File: config.mk
export PLATFORM = sky130hd
export DESIGN_NAME = sample_ser_tx
export DESIGN_NICKNAME = d
export VERILOG_FILES = /design/src/rtl/sample_ser_tx_pkg.sv /design/src/rtl/sample_ser_tx_fifo.sv /design/src/rtl/sample_ser_tx.sv
export SDC_FILE = /design/constraint.sdc
export NUM_CORES = 1
export LEC_CHECK = 0
export CAP_MARGIN = 20
export CORE_MARGIN = 3
export CORE_UTILIZATION = 45
export CTS_CLUSTER_DIAMETER = 80
export CTS_CLUSTER_SIZE = 40
export DETAILED_ROUTE_END_ITERATION = 10
export GPL_TIMING_DRIVEN = 0
export HOLD_SLACK_MARGIN = 0.06
export PLACE_DENSITY = 0.71
export SYNTH_ARGS = -nofsm -noshare
export SYNTH_HDL_FRONTEND = slang
export SYNTH_SLANG_ARGS = --single-unit
File: constraint.sdc
create_clock -name clk -period 4.7 [get_ports clk]
set_clock_uncertainty 0.2 [all_clocks]
set_input_delay 0.47 -clock clk [delete_from_list [all_inputs] [get_ports clk]]
set_output_delay 0.47 -clock clk [all_outputs]
set_load 0.005 [all_outputs]
File: src/rtl/sample_ser_tx_pkg.sv
// Shared types and defaults for the sample serializer and its neighbours in the decimation chain.
package sample_ser_tx_pkg;

  typedef enum logic [1:0] {
    ST_IDLE  = 2'd0,
    ST_SHIFT = 2'd1,
    ST_GAP   = 2'd2
  } ser_state_e;

  localparam int unsigned DEF_WIDTH = 16;
  localparam int unsigned DEF_DEPTH = 4;
  localparam int unsigned DEF_DIV   = 4;

  function automatic int unsigned lvl_width(input int unsigned depth);
    return $clog2(depth + 1);
  endfunction

endpackage

File: src/rtl/sample_ser_tx_fifo.sv
// Single-clock sample FIFO; occupancy is tracked separately from the pointers.
module sample_fifo
  import sample_ser_tx_pkg::*;
#(
  parameter int unsigned WIDTH = DEF_WIDTH,
  parameter int unsigned DEPTH = DEF_DEPTH
) (
  input  logic                        clk_i,
  input  logic                        rstx_i,
  input  logic                        clr_i,
  input  logic                        push_i,
  input  logic                        pop_i,
  input  logic [WIDTH-1:0]            data_i,
  output logic [WIDTH-1:0]            data_o,
  output logic [lvl_width(DEPTH)-1:0] level_o,
  output logic                        full_o,
  output logic                        empty_o
);

  localparam int unsigned AW = $clog2(DEPTH);
  localparam int unsigned LW = lvl_width(DEPTH);

  logic [WIDTH-1:0] mem_q [DEPTH];
  logic [AW-1:0]    wr_ptr_q, wr_ptr_d;
  logic [AW-1:0]    rd_ptr_q, rd_ptr_d;
  logic [LW-1:0]    level_q, level_d;
  logic             do_push, do_pop;

  assign full_o  = (level_q == LW'(DEPTH));
  assign empty_o = (level_q == '0);
  assign do_pop  = pop_i && !empty_o;
  // When full, a same-cycle pop frees exactly the slot this push lands in
  assign do_push = push_i && (!full_o || do_pop);
  assign data_o  = mem_q[rd_ptr_q];
  assign level_o = level_q;

  always_comb begin
    wr_ptr_d = wr_ptr_q;
    rd_ptr_d = rd_ptr_q;
    level_d  = level_q;
    if (do_push) wr_ptr_d = wr_ptr_q + AW'(1);
    if (do_pop)  rd_ptr_d = rd_ptr_q + AW'(1);
    case ({do_push, do_pop})
      2'b10:   level_d = level_q + LW'(1);
      2'b01:   level_d = level_q - LW'(1);
      default: level_d = level_q;
    endcase
  end

  always_ff @(posedge clk_i) begin
    if (!rstx_i || clr_i) begin
      wr_ptr_q <= '0;
      rd_ptr_q <= '0;
      level_q  <= '0;
    end else begin
      wr_ptr_q <= wr_ptr_d;
      rd_ptr_q <= rd_ptr_d;
      level_q  <= level_d;
    end
  end

  always_ff @(posedge clk_i) begin
    if (do_push) mem_q[wr_ptr_q] <= data_i;
  end

endmodule

File: src/rtl/sample_ser_tx.sv
// Serializes buffered samples onto a framed 3-wire link (sclk/fs/sd), MSB first,
// with a fixed idle gap after every word and a sticky overflow flag.
module sample_ser_tx
  import sample_ser_tx_pkg::*;
#(
  parameter int unsigned WIDTH    = DEF_WIDTH,
  parameter int unsigned DEPTH    = DEF_DEPTH,
  parameter int unsigned DIV      = DEF_DIV,
  parameter int unsigned GAP_BITS = 1
) (
  input  logic                        clk,
  input  logic                        rstx,
  input  logic                        clear,
  input  logic                        enable,
  input  logic                        in_valid,
  input  logic [WIDTH-1:0]            in_data,
  output logic                        sclk_out,
  output logic                        fs_out,
  output logic                        sd_out,
  output logic                        busy,
  output logic [lvl_width(DEPTH)-1:0] level,
  output logic                        overflow
);

  localparam int unsigned PW = $clog2(2 * DIV);
  localparam int unsigned BW = $clog2(WIDTH);
  localparam int unsigned GW = $clog2(GAP_BITS + 1);

  ser_state_e       state_q, state_d;
  logic [PW-1:0]    phase_q, phase_d;
  logic [BW-1:0]    bit_q, bit_d;
  logic [GW-1:0]    gap_q, gap_d;
  logic [WIDTH-1:0] sh_q, sh_d;
  logic             sclk_q, fs_q, sd_q, busy_q, ovf_q;

  logic             pop;
  logic             period_end;
  logic             start_ok;
  logic [WIDTH-1:0] fifo_data;
  logic             fifo_full, fifo_empty;

  sample_fifo #(
    .WIDTH (WIDTH),
    .DEPTH (DEPTH)
  ) u_fifo (
    .clk_i   (clk),
    .rstx_i  (rstx),
    .clr_i   (clear),
    .push_i  (in_valid),
    .pop_i   (pop),
    .data_i  (in_data),
    .data_o  (fifo_data),
    .level_o (level),
    .full_o  (fifo_full),
    .empty_o (fifo_empty)
  );

  assign period_end = (phase_q == PW'(2 * DIV - 1));
  assign start_ok   = enable && !fifo_empty;

  always_comb begin
    state_d = state_q;
    phase_d = phase_q;
    bit_d   = bit_q;
    gap_d   = gap_q;
    sh_d    = sh_q;
    pop     = 1'b0;
    case (state_q)
      ST_IDLE: begin
        if (start_ok) begin
          pop     = 1'b1;
          state_d = ST_SHIFT;
          sh_d    = fifo_data;
          bit_d   = BW'(WIDTH - 1);
          phase_d = '0;
        end
      end
      ST_SHIFT: begin
        phase_d = period_end ? '0 : phase_q + PW'(1);
        if (period_end) begin
          if (bit_q == '0) begin
            state_d = ST_GAP;
            gap_d   = GW'(GAP_BITS - 1);
            sh_d    = '0;
          end else begin
            bit_d = bit_q - BW'(1);
            sh_d  = {sh_q[WIDTH-2:0], 1'b0};
          end
        end
      end
      ST_GAP: begin
        phase_d = period_end ? '0 : phase_q + PW'(1);
        if (period_end) begin
          if (gap_q != '0) begin
            gap_d = gap_q - GW'(1);
          end else if (start_ok) begin
            // Chain straight into the next word so frames stay back-to-back
            pop     = 1'b1;
            state_d = ST_SHIFT;
            sh_d    = fifo_data;
            bit_d   = BW'(WIDTH - 1);
          end else begin
            state_d = ST_IDLE;
          end
        end
      end
      default: begin
        state_d = ST_IDLE;
        phase_d = '0;
      end
    endcase
  end

  // Link outputs are registered from next-state values so they change with the state
  always_ff @(posedge clk) begin
    if (!rstx || clear) begin
      state_q <= ST_IDLE;
      phase_q <= '0;
      bit_q   <= '0;
      gap_q   <= '0;
      sh_q    <= '0;
      sclk_q  <= 1'b0;
      fs_q    <= 1'b0;
      sd_q    <= 1'b0;
      busy_q  <= 1'b0;
      ovf_q   <= 1'b0;
    end else begin
      state_q <= state_d;
      phase_q <= phase_d;
      bit_q   <= bit_d;
      gap_q   <= gap_d;
      sh_q    <= sh_d;
      sclk_q  <= (state_d != ST_IDLE) && (phase_d >= PW'(DIV));
      fs_q    <= (state_d == ST_SHIFT) && (bit_d == BW'(WIDTH - 1));
      sd_q    <= (state_d == ST_SHIFT) && sh_d[WIDTH-1];
      busy_q  <= (state_d != ST_IDLE);
      if (in_valid && fifo_full && !pop) ovf_q <= 1'b1;
    end
  end

  assign sclk_out = sclk_q;
  assign fs_out   = fs_q;
  assign sd_out   = sd_q;
  assign busy     = busy_q;
  assign overflow = ovf_q;

endmodule

== Word level (Yosys, flattened, before mapping) ==
Memories as Yosys holds them, arrays and structs flattened. A register that Yosys moved wholly into a read port is not among the register bits.
Cells that the tools add are included.

* Add/sub/neg operators: 7
* $lt $le $gt $ge: 1
* Eq/ne operators: 12
* Multiplexer cells: 36
* Reduce and logical (&&, ||, !) cells: 24

{| class="wikitable"
|+ Operators with widths
! cell !! number
|-
| $mux 16 || 5
|-
| $pmux 16 s3 || 1
|-
| $mux 4 || 5
|-
| $mux 2 || 7
|-
| $pmux 3 s2 || 2
|-
| $pmux 4 s3 || 1
|-
| $mux 1 || 10
|-
| $logic_and 1x1->1 || 8
|-
| $ne 2x2->1 const B || 4
|-
| $reduce_and 4->1 || 2
|-
| $add 3x1->3 const B || 2
|-
| $eq 2x1->1 const B || 3
|-
| $eq 3x3->1 const B || 2
|-
| $mux 3 || 2
|-
| $pmux 2 s3 || 1
|-
| $reduce_bool 2->1 || 3
|-
| $add 2x1->2 const B || 2
|-
| $eq 2x2->1 const B || 2
|-
| $eq 4x4->1 const B || 1
|-
| $logic_not 1->1 || 4
|-
| $logic_not 4->1 || 1
|-
| $pmux 1 s2 || 2
|-
| $sub 4x1->4 const B || 1
|-
| $ge 3x3->1 const B || 1
|-
| other kinds (7) || 8
|}

* Register bits: 38
* RAM bits: 64
* Bits of input ports: 21
* Output and inout bits: 8
* Word-level logic and storage cells: 95
* Memories kept: 1

{| class="wikitable"
|+ Memories
! name !! depth !! width !! read ports !! clocked after Yosys merged registers in !! write ports !! RTL line !! text
|-
| u_fifo.mem_q || 4 || 16 || 1 || 1 || 1 || sample_ser_tx_fifo.sv:23 || <nowiki>logic [WIDTH-1:0] mem_q [DEPTH];</nowiki>
|}

== Logic depth before layout (Yosys ltp) ==
* Depth after elaboration: 12
* Mapped depth: 13
* Gate-level depth less buffers: 12

== Modules after synthesis ==
Synthesis repeated with hierarchy kept, for this count alone.

* Cell total of the unflattened synthesis: 329
* Area total of the unflattened synthesis: 4479.3 µm²

{| class="wikitable"
|+ Modules (own cells, without submodules)
! module !! times used !! cells an instance !! area an instance (µm²) !! seq. area each (µm²)
|-
| sample_fifo || 1 || 139 || 2807.7 || 2102.0
|-
| sample_ser_tx || 1 || 190 || 1671.6 || 600.6
|}

== Worst setup path before layout ==
Ideal clock, no wire load.

* Path kind: reg-to-reg
* From: reg state_q[0]
* To: reg u_fifo.level_q[2], in the netlist u_fifo.level_o[2]
* Library setup time: 0.071 ns
* Arrival time: 2.723 ns
* Data required time: 4.429 ns
* Path slack: 1.707 ns
* Stages on the path, launching flop included: 14
* Buffers on the path: 1
* Clock period less this slack: 2.993 ns
* Path through: dfxtp_1 inv_1 ha_1 clkbuf_1 a21oi_2 nand2b_1 a31oi_2 inv_1 ha_1 inv_1 fa_1 xor2_1 or3_1 a21oi_1

* Cells in the longest elaborated chain, start to end: 7
* Elaborated cells between the ends (all ways): 10

{| class="wikitable"
|+ Ends and longest elaborated chain
! element !! RTL line !! text
|-
| start, declared || sample_ser_tx.sv:29 || <nowiki>ser_state_e state_q, state_d;</nowiki>
|-
| start signal, assigned || sample_ser_tx.sv:128 || <nowiki>state_q <= state_d;</nowiki>
|-
| $eq 2x2->1 or $logic_not 2->1 (tied branches) || sample_ser_tx.sv:68 || <nowiki>case (state_q)</nowiki>
|-
| $pmux 1 s2 * || sample_ser_tx.sv:68 ||
|-
| $logic_and 1x1->1 * || sample_ser_tx_fifo.sv:31 || <nowiki>assign do_pop = pop_i && !empty_o;</nowiki>
|-
| $logic_or 1x1->1 || sample_ser_tx_fifo.sv:33 || <nowiki>assign do_push = push_i && (!full_o || do_pop);</nowiki>
|-
| $logic_and 1x1->1 || sample_ser_tx_fifo.sv:33 ||
|-
| $eq 2x1->1 or $eq 2x2->1 (tied branches) || sample_ser_tx_fifo.sv:43 || <nowiki>case ({do_push, do_pop})</nowiki>
|-
| $pmux 3 s2 or $reduce_bool 2->1 (tied branches) || -- ||
|-
| end signal, assigned || sample_ser_tx_fifo.sv:58 || <nowiki>level_q <= level_d;</nowiki>
|-
| end, declared || sample_ser_tx_fifo.sv:26 || <nowiki>logic [LW-1:0] level_q, level_d;</nowiki>
|}

Every way passes the cells marked *; elsewhere a longest branch is shown, timed or not.
A chain may end at the register's enable or synchronous reset.

== Worst setup path in the final report ==
Same ends and word-level chain as after synthesis.

==> run metrics <==
run status=completed; Core Area=9460 um2; drt initial violations=146; relative slew slack=39.5%; largest net degree at the start of global routing=22; Top Ports=29; EDFF count, synth=64; largest stage delay on the critical path=0.40 ns; Syn. warnings=0; postcts setup bufs=0; syn_nets=360; Synth Register Bits=103; die width=106 um; Yosys top cell by area=edfxtp_1; DP Worst Slack=1.31 ns; final hold violation count=0; insertion delay to the later sink of the worst-skew pair=0.37 ns; layout cells sized above 1=13.6%; post-synthesis cell count=325; first drt pass iteration count=4; Antenna Nets Post-Route=0; leakage power=0.00167 uW; Clk pin slew, worst setup/hold paths=0.11 ns; startpoint class of the critical path=register; Pwr Total=1660 uW; Final WS setup=1.28 ns; CTS tree=done; top_reg_cell synth=edfxtp_1; Buf/Inv on CP=4; delay-heaviest family, CP=adder cells; CTS H-tree depth=3; final setup fails=0; RSZ-0062 raised after global routing=no; fin crit share=72.8%; drt wl/cell=16.4 um; top-area cell type share of the netlist area=43.0%; CP Max Fanout=10; Critical Path RT=4.80 ns; Die H=106 um; Netlist cell types=54; grt total ovfl=0; gpl congestion=0.782; Detailed Route WL=8.17 mm; Crit-path slowest cell=dfxtp_1; Peak Freq=292 MHz; Critical Path Most Common Cell=inv_1; via count=2736; Num CTS Buffers=9; drt drc=0; Synth area leaders=edfxtp_1, dfxtp_1, mux4_2; die area=11200 um2; post-layout util=54.1%; clk root buf=clkbuf_8; Min Clock Period, post-route=3.42 ns; GRT Overall Usage=15.7%; sequential area share after synthesis=60.4%; Min-Delay Path Class=register to register; CTS-repair resized insts=0; worst-margin pin slew=0.900 ns; Vias/cell=5.49; layout overhead on the synthesized area=14.5%; crit path DAT=3.52 ns; setup tns final=0 ns; cell area after synthesis=4470 um2; number of nets in the layout=399; initial antenna violation count=0; Worst setup EP type=register; peak supply drop=0.209 mV; clk buf depth=2; global-route wire length before repair=13.9 mm; WHS=0.292 ns; Pins Over Slew Limit=0; Sinks on Clock Net=103; PwrDens=325 nW/um2; ANT cells=0; crit path kind=register to register; R2R cell count=13; initial core utilization=47.3%; HPWL after detailed placement=5.65 mm; crit-path cells=inv_1, ha_1, clkbuf_1, a21oi_2, nand2b_1, a31oi_2, inv_1, ha_1, inv_1, fa_1, xor2_1, or3_1, a21oi_1; Hold Buf Count CTS=0; worst hold stages=2; Crit path depth=13; asr flop ratio synth=0%; row cnt=35; MaxCap Viol Count=0; syn avg cell area=13.8 um2; port bufs=28; vias in the first global route=2797
==> layout make-up <==
class / instances / area, um2
buffer: 20 / 88.8
clock buffer: 9 / 124
clock inverter: 7 / 81.3
fill: 801 / 4340
inverter: 14 / 52.6
multi-input combinational: 188 / 1630
sequential: 103 / 2700
tap: 129 / 161
timing repair buffer: 28 / 280
==> metrics by stage <==
step                cell area, um2  cells
floorplan                     4470    325
global placement              4910    482
detailed placement            4910    482
CTS                           5120    498
global route                  5120    498
finish                        5120    498
==> tightest hold or removal path, delay by kind of cell (launching register included) <==
kind / cells / cell delay (ns)
and+or+nand+nor: 1 / 0.08
AOI/OAI and AO/OA: 1 / 0.04
DFF: 1 / 0.34
==> cell families after synthesis <==
group                      after synthesis  synth area share (%)
muxes                                   30                  11.2
buffers and inverters                   34                  3.16
adders and majority gates               14                  4.09
DFF                                    103                  60.4
and+or+nand+nor                         76                  8.53
AOI/OAI and AO/OA                       63                  11.6
xor gates and xnor gates                 5                 0.979
==> placed cells by master, fill, tap and decap left out, types with 11 or more instances in the layout <==
master | synthesis | layout
clkdlybuf4s50_1 | 0 | 28
edfxtp_1 | 64 | 64
mux4_2 | 16 | 16
ha_1 | 13 | 13
dfxtp_1 | 39 | 39
clkbuf_1 | 11 | 11
a22oi_1 | 14 | 14
mux2i_1 | 14 | 14
nor2_1 | 32 | 32
inv_1 | 13 | 13
o2bb2ai_1 | 14 | 14
==> path summary, 6_finish.rpt <==
kind                               endpoint                  start  slack (ns)
max          u_fifo.level_o[2]$_SDFFE_PP0P_  state_q[0]$_SDFF_PP0_        1.28
min                   overflow$_SDFFE_PP0P_  overflow$_SDFFE_PP0P_        0.29
max reg2reg  u_fifo.level_o[2]$_SDFFE_PP0P_  state_q[0]$_SDFF_PP0_        1.28
min reg2reg           overflow$_SDFFE_PP0P_  overflow$_SDFFE_PP0P_        0.29
==> layer usage <==
metal	wire, um	vias to the layer above	global-route usage (%)	share of wire (%)
met5	0	-	0	0
met4	97	0	3.79	1.2
met3	283	8	3.74	3.5
met2	4050	60	26.7	50
met1	3740	1357	20.4	46
li1	-	1311	-	-
==> cells in the mapped netlist, types with 2 or more instances <==
| cell type | number |
|---|---|
| o21a_1 | 3 |
| nor2b_1 | 5 |
| a32oi_1 | 2 |
| ha_1 | 13 |
| mux2i_1 | 14 |
| a21oi_1 | 6 |
| inv_1 | 13 |
| o31a_1 | 2 |
| xnor2_1 | 2 |
| nor4_1 | 2 |
| a31oi_1 | 2 |
| nor3_1 | 9 |
| xor2_1 | 3 |
| edfxtp_1 | 64 |
| nand2_1 | 7 |
| mux4_2 | 16 |
| and2_1 | 5 |
| nor2_1 | 32 |
| nand2b_1 | 4 |
| a221oi_1 | 3 |
| nand3_1 | 2 |
| clkbuf_1 | 11 |
| o2bb2ai_1 | 14 |
| buf_2 | 8 |
| o21ai_0 | 3 |
| dfxtp_1 | 39 |
| a22oi_1 | 14 |
==> where the power goes <==
| group | internal (uW) | total [uW] | switching (uW) |
|---|---|---|---|
| combinational | 59.0 | 124 | 65.3 |
| clock | 214 | 551 | 337 |
| sequential | 980 | 988 | 8.40 |
==> sequential cells by signal, indices dropped and copies added, names as in the netlist, 2 cells and up, named ones only <==
name,flops
state_q,2
phase_q,3
u_fifo.level_o,3
u_fifo.mem_q,64
u_fifo.rd_ptr_q,2
sh_q,16
bit_q,4
u_fifo.wr_ptr_q,2
No activity file was read; power rests on OpenSTA's default activity.
==> RTL change 1: new RTL, same settings <==
Re-encode `ser_state_e` (3 states) as one-hot, 3 bits wide.
--- a/src/rtl/sample_ser_tx_pkg.sv
+++ b/src/rtl/sample_ser_tx_pkg.sv
@@ -1,10 +1,10 @@
 // Shared types and defaults for the sample serializer and its neighbours in the decimation chain.
 package sample_ser_tx_pkg;
 
-  typedef enum logic [1:0] {
-    ST_IDLE  = 2'd0,
-    ST_SHIFT = 2'd1,
-    ST_GAP   = 2'd2
+  typedef enum logic [2:0] {
+    ST_IDLE  = 3'b001,
+    ST_SHIFT = 3'b010,
+    ST_GAP   = 3'b100
   } ser_state_e;
 
   localparam int unsigned DEF_WIDTH = 16;
Formal check against the unedited RTL: same outputs for any inputs over 10 cycles, from zero or initial values; not proved beyond that.
==> RTL change 1 against the unedited design <==
Cell area down 1.8%; global-route usage down 0.12 points; clock power up 0.9%; count of clock-buffer cells in the layout unchanged; non-clock buffer count down 1; power up 0.16%; combinational power down 9.7%; sequential cell count up 1; synthesized area down 2.1%; wire length about the same; die area down 1.9%; setup slack better by 0.063 ns; highest routed layer unchanged.
==> RTL change 1: results (changes against the unedited design) <==
run status=completed; P_seq=0.998 mW (+1%); slowest stage delay, CP=0.79 ns (+0.39 ns); fillcell total=766 (-4.4%); Synth Area in Compound Gates=8.943% (-2.7 points); Comb pwr share=6.7% (-0.8 points); Setup WS pre-CTS=1.144 ns (-0.1650 ns); wl on met1=3707 um (-0.88%); Crit Reg-Reg Endpoint=u_fifo.mem_q[3][1]$_DFFE_PP_; post-synthesis sequential area ratio=62.17% (+1.7 points); fraction of layout cells with a size suffix above 1=11.63% (-1.9 points); Non-Filler Instances=516 (+3.6%); gr usage total=15.61% (-0.12 points); Tot Pwr=1.666 mW (+0.16%); global-route wire length before repair=13550 um (-2.6%); GPL Wtd Cong=0.8071 (+3.2%); mux cell area share after synthesis=8.686% (-2.5 points); placed cell area=4821 um2 (-1.9%); Detailed Routing Iterations Pass 1=5 (+1); syn_nets=373 (+3.6%); nets=412 (+3.3%); count of cell types in the netlist=47 (-13%); relative slew slack=38.20% (-1.3 points); number of global-route vias before repair=2737 (-2.1%); Max VDD drop=276.1 uV (+32%); worst-path maximum fanout=16 (+6); Crit path max-delay family=simple AND/OR/NAND/NOR gates; number of placed instances, taps included=500 (+3.7%); synth cell count leaders=edfxtp_1, nand2_1, dfxtp_1, nor2_1, mux4_2; FF-to-FF path depth=9 (-4); final hold slack=0.2816 ns (-0.01064 ns); LEAKAGE=1.699 nW (+1.8%); M1 GR Usage=20.34% (-0.090 points); NetSw=0.4140 mW (+0.83%); critical path's slowest cell=and2_1
-- RTL change 1: changes by cell type after synthesis, sizes merged, moves of 3 or more --
cell	unedited run	this run
nand2	7	50
a22oi	14	0
o2bb2ai	14	0
mux2i	14	2
a21oi	7	17
a222oi	0	10
ha	13	8
nand3	2	6
a21o	0	3
nand2b	4	7
o21a	3	0
o21ai	3	6
-- RTL change 1: cell families (layout without fill, tap and decap cells) --
| group | count (synthesis) | count (layout) |
|---|---|---|
| DFF | 104 | 104 |
| buffers and inverters | 31 | 75 |
| muxes | 18 | 18 |
| and+or+nand+nor | 123 | 123 |
| xor gates and xnor gates | 6 | 6 |
| AOI/OAI and AO/OA | 52 | 52 |
| adders and majority gates | 9 | 9 |
-- RTL change 1: cell type report --
type	instances	area (um2)	share of cell area, %
flip-flops and latches	104	2723	54.17
multi-input cells	208	1534	30.52
repair buffers	28	280.3	5.576
well taps	129	161.4	3.211
clock buffers	9	123.9	2.465
clock inverters	7	81.33	1.618
plain buffers	19	77.57	1.543
inverters	12	45.04	0.8962
==> RTL change 2: new RTL, same flow settings <==
Made on the original files. `DEF_WIDTH`: 16 -> 32.
--- a/src/rtl/sample_ser_tx_pkg.sv
+++ b/src/rtl/sample_ser_tx_pkg.sv
@@ -7,7 +7,7 @@
     ST_GAP   = 2'd2
   } ser_state_e;
 
-  localparam int unsigned DEF_WIDTH = 16;
+  localparam int unsigned DEF_WIDTH = 32;
   localparam int unsigned DEF_DEPTH = 4;
   localparam int unsigned DEF_DIV   = 4;
 
Interface: changed (resized in_data); port bits go from 29 to 45. The function was not compared with the original's and may differ.
==> RTL change 2 against the unedited design <==
Cell area is 72% higher; power is 100% higher; wire length is 79% higher; critical path type unchanged; sequential cell count is 81 higher; setup slack better by 0.39 ns; via count is 70% higher; sequential share of layout area is 3.5 points higher; first-iteration DRC count grew to 3.1 times the old value; synthesized area is 68% higher.
==> RTL change 2: results (changes against the unedited design) <==
run status=completed; WHS Path Cells=1 (-1); I/O Buffers=44 (+57%); nets=669 (+68%); Slew @ Worst Pin=0.9312 ns (+0.03073 ns); fraction of layout cells with a size suffix above 1=13.77% (+0.22 points); htree depth=4 (+1); top flop regs=u_fifo.mem_q: 128 flops, sh_q: 32 flops, bit_q: 5 flops; hpwl dp=9265 um (+64%); mux cell area share after synthesis=9.880% (-1.3 points); worst path arrival time=2.88 ns (-0.64 ns); syn_nets=604 (+68%); GPL Wtd Cong=0.8280 (+5.9%); Synth Area in Adders=2.270% (-1.8 points); post-synthesis sequential area ratio=66.22% (+5.8 points); Max VDD drop=297.4 uV (+42%); gr usage total=16.95% (+1.2 points); FF-to-FF path depth=7 (-6); number of flops mapped to enable cells by yosys=128 (+100%); Synth Area in Compound Gates=10.13% (-1.5 points); global-route wire length before repair=23750 um (+71%); Worst-Skew Late Latency=0.42 ns (+0.05 ns); Detailed Routing Iterations Pass 1=5 (+1); clock slew at reported path FFs=0.07 ns (-0.04 ns); count of cell types in the netlist=48 (-11%); XOR/XNOR Fraction of Synth Area=0.4673% (-0.51 points); worst-path maximum fanout=32 (+22); Synth area leaders=edfxtp_1, dfxtp_1, mux4_2; largest net degree at the start of global routing=33 (+50%); number of global-route vias before repair=4674 (+67%); synth cell count leaders=edfxtp_1, nand2_1, a21oi_1, dfxtp_1, o21ai_0; fillcell total=1299 (+62%); total CTS buffers=17 (+8); via count=4646 (+70%)
RTL change 2: path summary, 6_finish.rpt:
kind	slack, ns	endpoint	start
max	1.67	u_fifo.mem_q[1][14]$_DFFE_PP_	phase_q[0]$_SDFF_PP0_
min	0.27	overflow$_SDFFE_PP0P_	overflow$_SDFFE_PP0P_
max reg2reg	1.67	u_fifo.mem_q[1][14]$_DFFE_PP_	phase_q[0]$_SDFF_PP0_
min reg2reg	0.27	overflow$_SDFFE_PP0P_	overflow$_SDFFE_PP0P_
RTL change 2: cell families after synthesis:
| kind of cell | after synthesis |
|---|---|
| AOI/OAI and AO/OA | 128 |
| xor gates and xnor gates | 4 |
| muxes | 34 |
| and+or+nand+nor | 148 |
| DFF | 184 |
| adders and majority gates | 13 |
| buffers and inverters | 43 |
RTL change 2: area by class of cell:
class / count / area (um2) / area share [%]
Buffer: 33 / 140.1 / 1.588
Sequential cell: 184 / 4965 / 56.25
Multi-Input combinational cell: 327 / 2360 / 26.74
Inverter: 10 / 37.54 / 0.4253
Timing Repair Buffer: 46 / 480.5 / 5.444
Clock buffer: 19 / 442.9 / 5.018
Tap cell: 216 / 270.3 / 3.062
Clock inverter: 13 / 130.1 / 1.474
RTL change 2: per-layer routing:
metal  global-route usage, %  part of all wire (%)  vias up
li1                        -                     -     2187
met5                       0                     0        -
met1                   21.78                    42     2298
met3                   3.949                   5.4       20
met2                   28.13                    51      141
met4                   6.607                   1.8        0
RTL change 2: critical path: stages, from the launching register on:
cell     delay, ns
dfxtp_1       0.33
ha_1          0.20
ha_1          0.17
buf_4         0.16
a21oi_2       0.53
nor2_1        0.22
o21a_1        0.30
and2_2        0.52
RTL change 2: report_power, final:
part	total (mW)	switching (mW)	internal, mW
Combinational	0.171	0.0917	0.0797
Clock	1.37	0.577	0.791
Sequential	1.78	0.0131	1.77
Total	3.32	0.682	2.64
RTL change 2: per-stage QoR:
step                      utilization [%]  setup slack [ns]  cell area, um2  instances
after floorplan                         -             1.948            7497        554
after global placement              50.93            0.6625            8208        814
after detailed placement            51.21             1.274            8253        816
after CTS                           54.77             1.634            8826        848
after global routing                54.77             1.488            8826        848
final                               54.77             1.666            8826        848
